### src/rtl/mercury_ps2_pkg.sv
// Shared types and constants for the mercury PS/2 receiver: frame geometry,
// decoder state encoding and the odd-parity helper.
package mercury_ps2_pkg;

  localparam int PS2_DATA_BITS  = 8;
  localparam int PS2_FRAME_BITS = 11;

  typedef enum logic [1:0] {
    IDLE   = 2'd0,
    DATA   = 2'd1,
    PARITY = 2'd2,
    STOP   = 2'd3
  } ps2_state_e;

  // PS/2 uses odd parity: data bits plus parity bit carry an odd number of ones.
  function automatic logic odd_parity_ok(input logic [PS2_DATA_BITS-1:0] data, input logic parity);
    return ^{data, parity};
  endfunction

endpackage

### src/rtl/mercury_sync_fifo.sv
// Single-clock first-word-fall-through FIFO with occupancy level; a push into a full
// FIFO is accepted only when a pop happens in the same cycle.
module mercury_sync_fifo #(
  parameter int WIDTH = 8,
  parameter int DEPTH = 16
) (
  input  logic                     clk,
  input  logic                     rst,
  input  logic                     push,
  input  logic [WIDTH-1:0]         push_data,
  input  logic                     pop,
  output logic [WIDTH-1:0]         pop_data,
  output logic                     full,
  output logic                     empty,
  output logic [$clog2(DEPTH):0]   level
);

  localparam int AW = $clog2(DEPTH);
  localparam logic [AW:0] LVL_FULL = (AW+1)'(DEPTH);

  logic [WIDTH-1:0] mem [DEPTH];
  logic [AW:0]      wr_ptr;
  logic [AW:0]      rd_ptr;
  logic             do_push;
  logic             do_pop;

  assign level    = wr_ptr - rd_ptr;
  assign empty    = (wr_ptr == rd_ptr);
  assign full     = (level == LVL_FULL);
  assign do_pop   = pop & ~empty;
  assign do_push  = push & (~full | do_pop);
  assign pop_data = empty ? {WIDTH{1'b0}} : mem[rd_ptr[AW-1:0]];

  // Read/write pointers, one extra bit so full and empty are distinguishable.
  always_ff @(posedge clk or posedge rst) begin
    if (rst) begin
      wr_ptr <= {(AW+1){1'b0}};
      rd_ptr <= {(AW+1){1'b0}};
    end else begin
      if (do_push) wr_ptr <= wr_ptr + (AW+1)'(1);
      if (do_pop)  rd_ptr <= rd_ptr + (AW+1)'(1);
    end
  end

  // Storage array; contents only meaningful between rd_ptr and wr_ptr.
  always_ff @(posedge clk) begin
    if (do_push) mem[wr_ptr[AW-1:0]] <= push_data;
  end

endmodule

### src/rtl/mercury_ps2_rx.sv
// PS/2 device-to-host receiver: pin sync + glitch filter, 11-bit frame decoder with timeout,
// byte FIFO drained by valid/ready. Define PS2_RX_PARITY_CHK_EN to enforce odd parity.
module mercury_ps2_rx
  import mercury_ps2_pkg::*;
#(
  parameter int FILT_LEN    = 8,
  parameter int TIMEOUT_CYC = 100000,
  parameter int FIFO_DEPTH  = 16,
  localparam int FIFO_AW    = $clog2(FIFO_DEPTH)
) (
  input  logic               app_clk,
  input  logic               app_arst,
  input  logic               ps2_clk,
  input  logic               ps2_data,
  output logic [7:0]         rx_data,
  output logic               rx_valid,
  input  logic               rx_ready,
  output logic [FIFO_AW:0]   fifo_level,
  output logic               busy,
  output logic               err_frame,
  output logic               err_parity,
  output logic               err_overflow
);

  localparam int FCW = $clog2(FILT_LEN);
  localparam int TW  = $clog2(TIMEOUT_CYC + 1);
  localparam int BW  = $clog2(PS2_FRAME_BITS);
`ifdef PS2_RX_PARITY_CHK_EN
  localparam logic PAR_CHK = 1'b1;
`else
  localparam logic PAR_CHK = 1'b0;
`endif

  logic [1:0]               clk_sync, data_sync;
  logic                     clk_filt, data_filt, clk_filt_d, fall;
  logic [FCW-1:0]           clk_fcnt, data_fcnt;
  logic [TW-1:0]            tmo_cnt;
  logic                     timeout;
  ps2_state_e               state, state_nx;
  logic [BW-1:0]            bit_cnt, bit_cnt_nx;
  logic [PS2_DATA_BITS-1:0] shreg, shreg_nx;
  logic                     par_bit, par_nx, parity_ok;
  logic                     push, pop, fifo_full, fifo_empty;
  logic                     frame_err_nx, parity_err_nx;

  // Two-flop synchronisers; idle bus is high.
  always_ff @(posedge app_clk or posedge app_arst) begin
    if (app_arst) begin
      clk_sync  <= 2'b11;
      data_sync <= 2'b11;
    end else begin
      clk_sync  <= {clk_sync[0], ps2_clk};
      data_sync <= {data_sync[0], ps2_data};
    end
  end

  // Clock glitch filter: flip only after FILT_LEN consecutive differing samples.
  always_ff @(posedge app_clk or posedge app_arst) begin
    if (app_arst) begin
      clk_filt <= 1'b1;
      clk_fcnt <= {FCW{1'b0}};
    end else if (clk_sync[1] == clk_filt) begin
      clk_fcnt <= {FCW{1'b0}};
    end else if (clk_fcnt == FCW'(FILT_LEN - 1)) begin
      clk_filt <= clk_sync[1];
      clk_fcnt <= {FCW{1'b0}};
    end else begin
      clk_fcnt <= clk_fcnt + FCW'(1);
    end
  end

  // Data glitch filter, same rule as the clock so both see equal delay.
  always_ff @(posedge app_clk or posedge app_arst) begin
    if (app_arst) begin
      data_filt <= 1'b1;
      data_fcnt <= {FCW{1'b0}};
    end else if (data_sync[1] == data_filt) begin
      data_fcnt <= {FCW{1'b0}};
    end else if (data_fcnt == FCW'(FILT_LEN - 1)) begin
      data_filt <= data_sync[1];
      data_fcnt <= {FCW{1'b0}};
    end else begin
      data_fcnt <= data_fcnt + FCW'(1);
    end
  end

  // Registered falling-edge strobe and mid-frame inactivity counter.
  always_ff @(posedge app_clk or posedge app_arst) begin
    if (app_arst) begin
      clk_filt_d <= 1'b1;
      fall       <= 1'b0;
      tmo_cnt    <= {TW{1'b0}};
    end else begin
      clk_filt_d <= clk_filt;
      fall       <= clk_filt_d & ~clk_filt;
      if (fall || state == IDLE) tmo_cnt <= {TW{1'b0}};
      else                       tmo_cnt <= tmo_cnt + TW'(1);
    end
  end

  assign timeout   = (state != IDLE) && !fall && (tmo_cnt == TW'(TIMEOUT_CYC - 1));
  assign parity_ok = !PAR_CHK || odd_parity_ok(shreg, par_bit);

  // Frame decoder next-state; a bad stop bit outranks a parity error.
  always_comb begin
    state_nx      = state;
    bit_cnt_nx    = bit_cnt;
    shreg_nx      = shreg;
    par_nx        = par_bit;
    push          = 1'b0;
    frame_err_nx  = 1'b0;
    parity_err_nx = 1'b0;
    if (timeout) begin
      state_nx     = IDLE;
      frame_err_nx = 1'b1;
    end else if (fall) begin
      case (state)
        IDLE: begin
          if (data_filt) begin
            frame_err_nx = 1'b1;
          end else begin
            state_nx   = DATA;
            bit_cnt_nx = {BW{1'b0}};
          end
        end
        DATA: begin
          shreg_nx   = {data_filt, shreg[PS2_DATA_BITS-1:1]};
          bit_cnt_nx = bit_cnt + BW'(1);
          if (bit_cnt == BW'(PS2_DATA_BITS - 1)) state_nx = PARITY;
          else                                   state_nx = DATA;
        end
        PARITY: begin
          par_nx   = data_filt;
          state_nx = STOP;
        end
        STOP: begin
          state_nx = IDLE;
          if (!data_filt)      frame_err_nx  = 1'b1;
          else if (!parity_ok) parity_err_nx = 1'b1;
          else                 push          = 1'b1;
        end
        default: state_nx = IDLE;
      endcase
    end else begin
      state_nx = state;
    end
  end

  // Decoder state and registered error pulses.
  always_ff @(posedge app_clk or posedge app_arst) begin
    if (app_arst) begin
      state        <= IDLE;
      bit_cnt      <= {BW{1'b0}};
      shreg        <= {PS2_DATA_BITS{1'b0}};
      par_bit      <= 1'b0;
      err_frame    <= 1'b0;
      err_parity   <= 1'b0;
      err_overflow <= 1'b0;
    end else begin
      state        <= state_nx;
      bit_cnt      <= bit_cnt_nx;
      shreg        <= shreg_nx;
      par_bit      <= par_nx;
      err_frame    <= frame_err_nx;
      err_parity   <= parity_err_nx;
      err_overflow <= push & fifo_full & ~pop;
    end
  end

  assign pop      = rx_valid & rx_ready;
  assign rx_valid = ~fifo_empty;
  assign busy     = (state != IDLE);

  mercury_sync_fifo #(
    .WIDTH (PS2_DATA_BITS),
    .DEPTH (FIFO_DEPTH)
  ) u_fifo (
    .clk       (app_clk),
    .rst       (app_arst),
    .push      (push),
    .push_data (shreg),
    .pop       (pop),
    .pop_data  (rx_data),
    .full      (fifo_full),
    .empty     (fifo_empty),
    .level     (fifo_level)
  );

endmodule

### config.mk
export PLATFORM = sky130hd
export DESIGN_NAME = mercury_ps2_rx
export DESIGN_NICKNAME = d
export VERILOG_FILES = /design/src/rtl/mercury_ps2_pkg.sv /design/src/rtl/mercury_sync_fifo.sv /design/src/rtl/mercury_ps2_rx.sv
export SDC_FILE = /design/constraint.sdc
export NUM_CORES = 1
export LEC_CHECK = 0
export BUFFER_PORTS_ARGS = -buffer_cell sky130_fd_sc_hd__buf_4
export CORE_ASPECT_RATIO = 0.75
export CORE_MARGIN = 2
export CORE_UTILIZATION = 55
export DETAILED_ROUTE_END_ITERATION = 8
export PLACE_DENSITY = 0.77
export SKIP_LAST_GASP = 1
export SYNTH_ARGS = -nofsm -noshare
export SYNTH_HDL_FRONTEND = slang
export SYNTH_SLANG_ARGS = --single-unit
### constraint.sdc
create_clock -name app_clk -period 4.3 [get_ports app_clk]
set_input_delay 0.86 -clock app_clk [delete_from_list [all_inputs] [get_ports app_clk]]
set_output_delay 0.86 -clock app_clk [all_outputs]
set_load 0.02 [all_outputs]
==> run metrics, run 1 <==
Synth Area in Compound Gates=2.09%; IO Count=23; Avg Vias per Cell=6.05; main combinational cell family by area after synthesis=multiplexers; Critical Path End Type=output pin; Slew Limit Fails=0; CTS tree=built; Final setup viols=0; top cell type's share of synthesized area=48.9%; Post-Syn Nets=485; Cells after Synth=464; placed cell area=8140 um^2; Starting Density=56.8%; drt total wl=15100 um; H-tree Lvls=4; Util after Layout=63.1%; min-delay worst type=register to register; Setup crit end=rx_data[1]; Seq/Total Area, Yosys=67.2%; CP max FO=35; Lkg Pwr=3.38 nW; clk_lat worst skew=430 ps; Worst-path clk slew=70 ps; Fmax=274 MHz; adder-cell share of the synthesized area=2.64%; area grow syn2layout=11.2%; Hold Vio Cnt, Final=0; Post-Synth Simple-Gate Area=9.51%; row cnt=37; fillers=899; GRT overflow=0; Initial DRC Count=412; first-pass GRT wire length=23600 um; mapped cell area=7860 um^2; pwr dens=553 nW/um^2; Fin Setup TNS=0 ps; top_reg_cell synth=edfxtp_1; post-CTS sizing=0; cts bufs inserted=17; Async S/R FF share, synth=30.8%; worst-margin pin slew=908 ps; overall routing resource usage=21.5%; worst r2r path cells=9; Routed WL per cell=22.2 um; DR pass1 iterations=5; area leader, netlist=edfxtp_1; FF-to-FF End=u_fifo.mem[5][3]; post-route minimum period=3660 ps; Synth Warn #=0; Post-synth EDFFs=128; post-detail-place hpwl=9230 um; Placer Congestion=0.823; status=finished clean; crit start category=register; crit path launch=u_fifo.rd_ptr[0]; vias in the first global route=4092; CTS Root Cell=clkbuf_16; die area=15300 um^2; Avg Cell Area, Syn=16.9 um^2; fin crit share=85.0%; flops & latches, synth=185; Finished Cell Area=8740 um^2; Die X=142 um; die span in y=108 um; synth top area cells=edfxtp_1 49%, dfrtp_1 16%, mux4_2 6.6%; worst vdd rail ir drop=315 uV; share of cells above drive strength 1=20.9%; maxcap violations=0; post-synthesis mux area share=12.7%; Hold Buf Count CTS=0; Data required, critical path=3440 ps; R2R Path Start=u_fifo.wr_ptr[0]; commonest cells in the netlist=128 x edfxtp_1, 50 x dfrtp_1, 41 x nand2_1; Worst Skew=7.76 ps; DR DRC count=0; post-CTS setup buffer count=0; net count reported at finish=515; core footprint=13800 um^2; post-synthesis cell type count=45; worst rel slew slack=39.4%; Clock Path Buffers=2; initial antenna violation count=0; largest net degree at the start of global routing=43; CTS Sinks=185; diode count=0; Buffers on Ports=21; via count=4124; Worst R2R Setup Slack=1020 ps; Antenna Nets Post-Route=0; RSZ-0062 raised after global routing=no; Crit Path Category=register to output pin; post-synthesis xor/xnor area fraction=3.42%; WP data arrival=2800 ps; most common cell in the netlist=edfxtp_1
-- cells by family after synthesis --
family	count (synthesis)
mux	43
buf+inv	30
compound gates	22
simple gates	138
fa+ha+maj	16
xor+xnor	29
flops	185
other cells	1
-- sequential cells by signal (all words and copies together), names as in the netlist, 3 cells and up --
signal	cells
bit_cnt	4
clk_fcnt	3
data_fcnt	3
shreg	8
tmo_cnt	17
u_fifo.mem	128
u_fifo.rd_ptr	5
u_fifo.wr_ptr	5
-- worst min path at each step --
| stage | cells past startpoint | startpoint | endpoint | slack (ps) |
|---|---|---|---|---|
| floorplan | 0 | clk_sync[0] | clk_sync[1] | 350 |
| global placement | 0 | clk_sync[0] | clk_sync[1] | 350 |
| finish | 0 | data_sync[0] | data_sync[1] | 360 |
| detailed placement | 0 | data_sync[0] | data_sync[1] | 350 |
| global route | 0 | clk_sync[0] | clk_sync[1] | 360 |
| CTS | 0 | data_sync[0] | data_sync[1] | 360 |
-- layout make-up --
type / count / area, um^2 / area share [%]
Timing Repair Buffer: 27 / 203 / 2.32
Inverter: 14 / 52.6 / 0.602
Clock inverter: 7 / 52.6 / 0.602
Clock buffer: 25 / 541 / 6.19
Tap cell: 175 / 219 / 2.51
Sequential cell: 185 / 5280 / 60.4
Multi-Input combinational cell: 249 / 2390 / 27.3
-- where the power goes --
group | switching, W | total (W) | internal [W] | leakage [nW]
registers | 0.000105 | 0.00212 | 0.00202 | 1.97
logic | 0.000680 | 0.00119 | 0.000512 | 1.11
clock network | 0.000639 | 0.00152 | 0.000882 | 0.297
total | 0.00142 | 0.00483 | 0.00341 | 3.38
-- worst max-delay path: stages, from the launching register on --
cell	delay, ps
dfrtp_2	360
buf_4	520
mux4_1	670
mux4_2	500
nor2b_4	140
buf_4	160
-- cell usage in the layout, fill, tap and decap left out, types with 4 or more instances in the layout --
cell,instances
o21ai_1,4
mux4_1,17
clkbuf_16,20
dfstp_2,7
nand2_1,41
nand3_1,11
buf_4,27
nor2b_1,6
xor2_1,15
mux4_2,23
and3_1,15
nand2b_1,4
edfxtp_1,128
a21oi_1,4
nor2_1,28
and2_1,9
nand4_1,7
ha_1,15
xnor2_1,12
nor2b_4,7
inv_1,12
dfrtp_1,49
o21ai_0,4
-- through the flow --
step / cells / setup slack, ps / power [W] / hold slack, ps
after floorplan: 464 / 1480 / 0.00309 / 345
after global placement: 650 / 1060 / 0.00331 / 347
after detailed placement: 650 / 1030 / 0.00334 / 347
after CTS: 682 / 622 / 0.00486 / 357
after global routing: 682 / 564 / 0.00504 / 365
final: 682 / 644 / 0.00483 / 357
-- metal layers --
metal / part of all wire, % / vias to the layer above / GRT usage (%)
met4: 1.5 / 0 / 8.14
met1: 43 / 2136 / 29.7
met5: 0 / - / 0
met2: 49 / 151 / 33.7
li1: - / 1814 / -
met3: 6.3 / 23 / 5.29
Power figures use the tool's default switching activity.
==> run 2, diff against run 1 <==
- CAP_MARGIN: default -> 20
- PLACE_DENSITY: 0.77 -> 0.83
==> run metrics, run 2 (same netlist as run 1, synthesis figures left out) <==
post-CTS sizing=0 (unchanged); Starting Density=56.8% (unchanged); die area=15300 um^2 (unchanged); Crit Path Category=register to output pin; row cnt=37 (unchanged); Fmax=260 MHz (-5.0%); Crit-path slowest cell=dfrtp_2; Routed WL per cell=20.7 um (-6.4%); post-CTS setup buffer count=0 (unchanged); initial antenna violation count=0 (unchanged); Critical Path End Type=output pin; GRT overflow=0 (unchanged); Antenna Nets Post-Route=0 (unchanged); setup ws final=451 ps (-193 ps); commonest cells after routing, fill and taps aside=128 x edfxtp_1, 49 x dfrtp_1, 41 x nand2_1; Die X=142 um (unchanged); status=finished clean; Hold WS=356 ps (-0.312 ps); WP buf/inv=2 (unchanged); worst rel slew slack=50.8% (+11 points); vias in the first global route=4049 (-1.1%); crit-path max cell delay=720 ps (+50 ps); first-pass GRT wire length=22400 um (-4.9%); CTS tree=built; max FFs per register=128 (unchanged); IO Count=23 (unchanged); drt total wl=14200 um (-6.4%); DP Worst Slack=862 ps (-165 ps); Slew Limit Fails=0 (unchanged); crit start category=register; WP data arrival=2990 ps (+190 ps); post-detail-place hpwl=9160 um (-0.79%); fillers=940 (+4.6%); via count=3976 (-3.6%); Avg Vias per Cell=5.83 (-3.6%); worst-margin pin slew=737 ps (-170 ps); RSZ-0062 raised after global routing=no; Util after Layout=62.7% (-0.40 points); overall routing resource usage=20.4% (-1.1 points); DR DRC count=0 (unchanged); Hold Buf Count CTS=0 (unchanged); net count reported at finish=515 (unchanged); min-delay worst type=register to register; Lkg Pwr=3.34 nW (-1.2%); Data required, critical path=3440 ps (about the same); worst r2r path cells=8 (-1); H-tree Lvls=4 (unchanged); die span in y=108 um (unchanged); worst vdd rail ir drop=312 uV (-0.94%); Worst Skew=8.08 ps (+0.322 ps); Clock Path Buffers=2 (unchanged); worst hold path depth=0 (unchanged); Hold Vio Cnt, Final=0 (unchanged); area grow syn2layout=10.5%; DR pass1 iterations=5 (unchanged); CP max FO=19 (-46%); share of cells above drive strength 1=20.3% (-0.59 points); maxcap violations=0 (unchanged); CTS Sinks=185 (unchanged); Initial DRC Count=371 (-10%); core footprint=13800 um^2 (unchanged); Fin Setup TNS=0 ps (unchanged); Worst-path clk slew=60 ps (about the same); fin crit share=89.5% (+4.5 points); pwr dens=541 nW/um^2 (-2.1%); Worst path depth=5 (unchanged); Placer Congestion=0.764 (-7.2%); CP delay by family, top=multiplexers; CTS Root Cell=clkbuf_16; post-route minimum period=3850 ps (+193 ps); Final setup viols=0 (unchanged); Power, Total=0.00470 W (-2.7%); Buffers on Ports=21 (unchanged); cts bufs inserted=17 (unchanged); diode count=0 (unchanged); commonest non-fill, non-tap cell in the layout=edfxtp_1; largest net degree at the start of global routing=36 (-16%); clk_lat worst skew=430 ps (about the same); crit-path cells=buf_4 > mux4_2 > mux4_2 > nor2b_4 > buf_4
run 2: changes by cell type in the layout (fill, tap and decap cells not counted), sizes merged:
cell,delta
bufinv,+1
clkinv,+6
inv,-3
clkinvlp,+3
clkbuf,-7
run 2: per-stage QoR:
stage	area (um^2)	instances
2_1_floorplan	7860	464
3_3_place_gp	8140	650
3_5_place_dp	8140	650
4_1_cts	8680	682
5_1_grt	8680	682
6_report	8680	682
run 2: final timing paths:
check                      slack [ps]                 to              from
setup / recovery                  450         rx_data[2]  u_fifo.rd_ptr[0]
hold / removal                    360        clk_sync[1]       clk_sync[0]
setup reg to reg                  850  u_fifo.mem[13][6]  u_fifo.rd_ptr[0]
hold reg to reg                   360        clk_sync[1]       clk_sync[0]
max in group asynchronous        2900        clk_sync[1]          app_arst
min in group asynchronous         570   u_fifo.rd_ptr[3]          app_arst
run 2: layout make-up:
cell class                 count  area [um^2]  share of cell area (%)
timing repair buffer          27          203                    2.33
multi-input combinational    249         2390                    27.5
clock inverter                14          109                    1.25
clock buffer                  18          429                    4.94
tap                          175          219                    2.52
inverter                      14         52.6                   0.605
sequential                   185         5280                    60.8
run 2: per-layer routing:
layer / up-vias / wire length (um) / global-route usage [%]
met4: 0 / 171 / 7.50
met5: - / 0 / 0
met1: 2049 / 6070 / 27.3
met2: 93 / 7120 / 33.2
met3: 17 / 796 / 4.80
li1: 1817 / - / -
run 2: where the power goes:
part           internal (W)  switching [W]  leakage, nW  total (W)
logic              0.000511       0.000624         1.11    0.00113
clock network      0.000786       0.000623        0.256    0.00141
registers           0.00202       0.000141         1.97    0.00216
total               0.00331        0.00139         3.34    0.00470
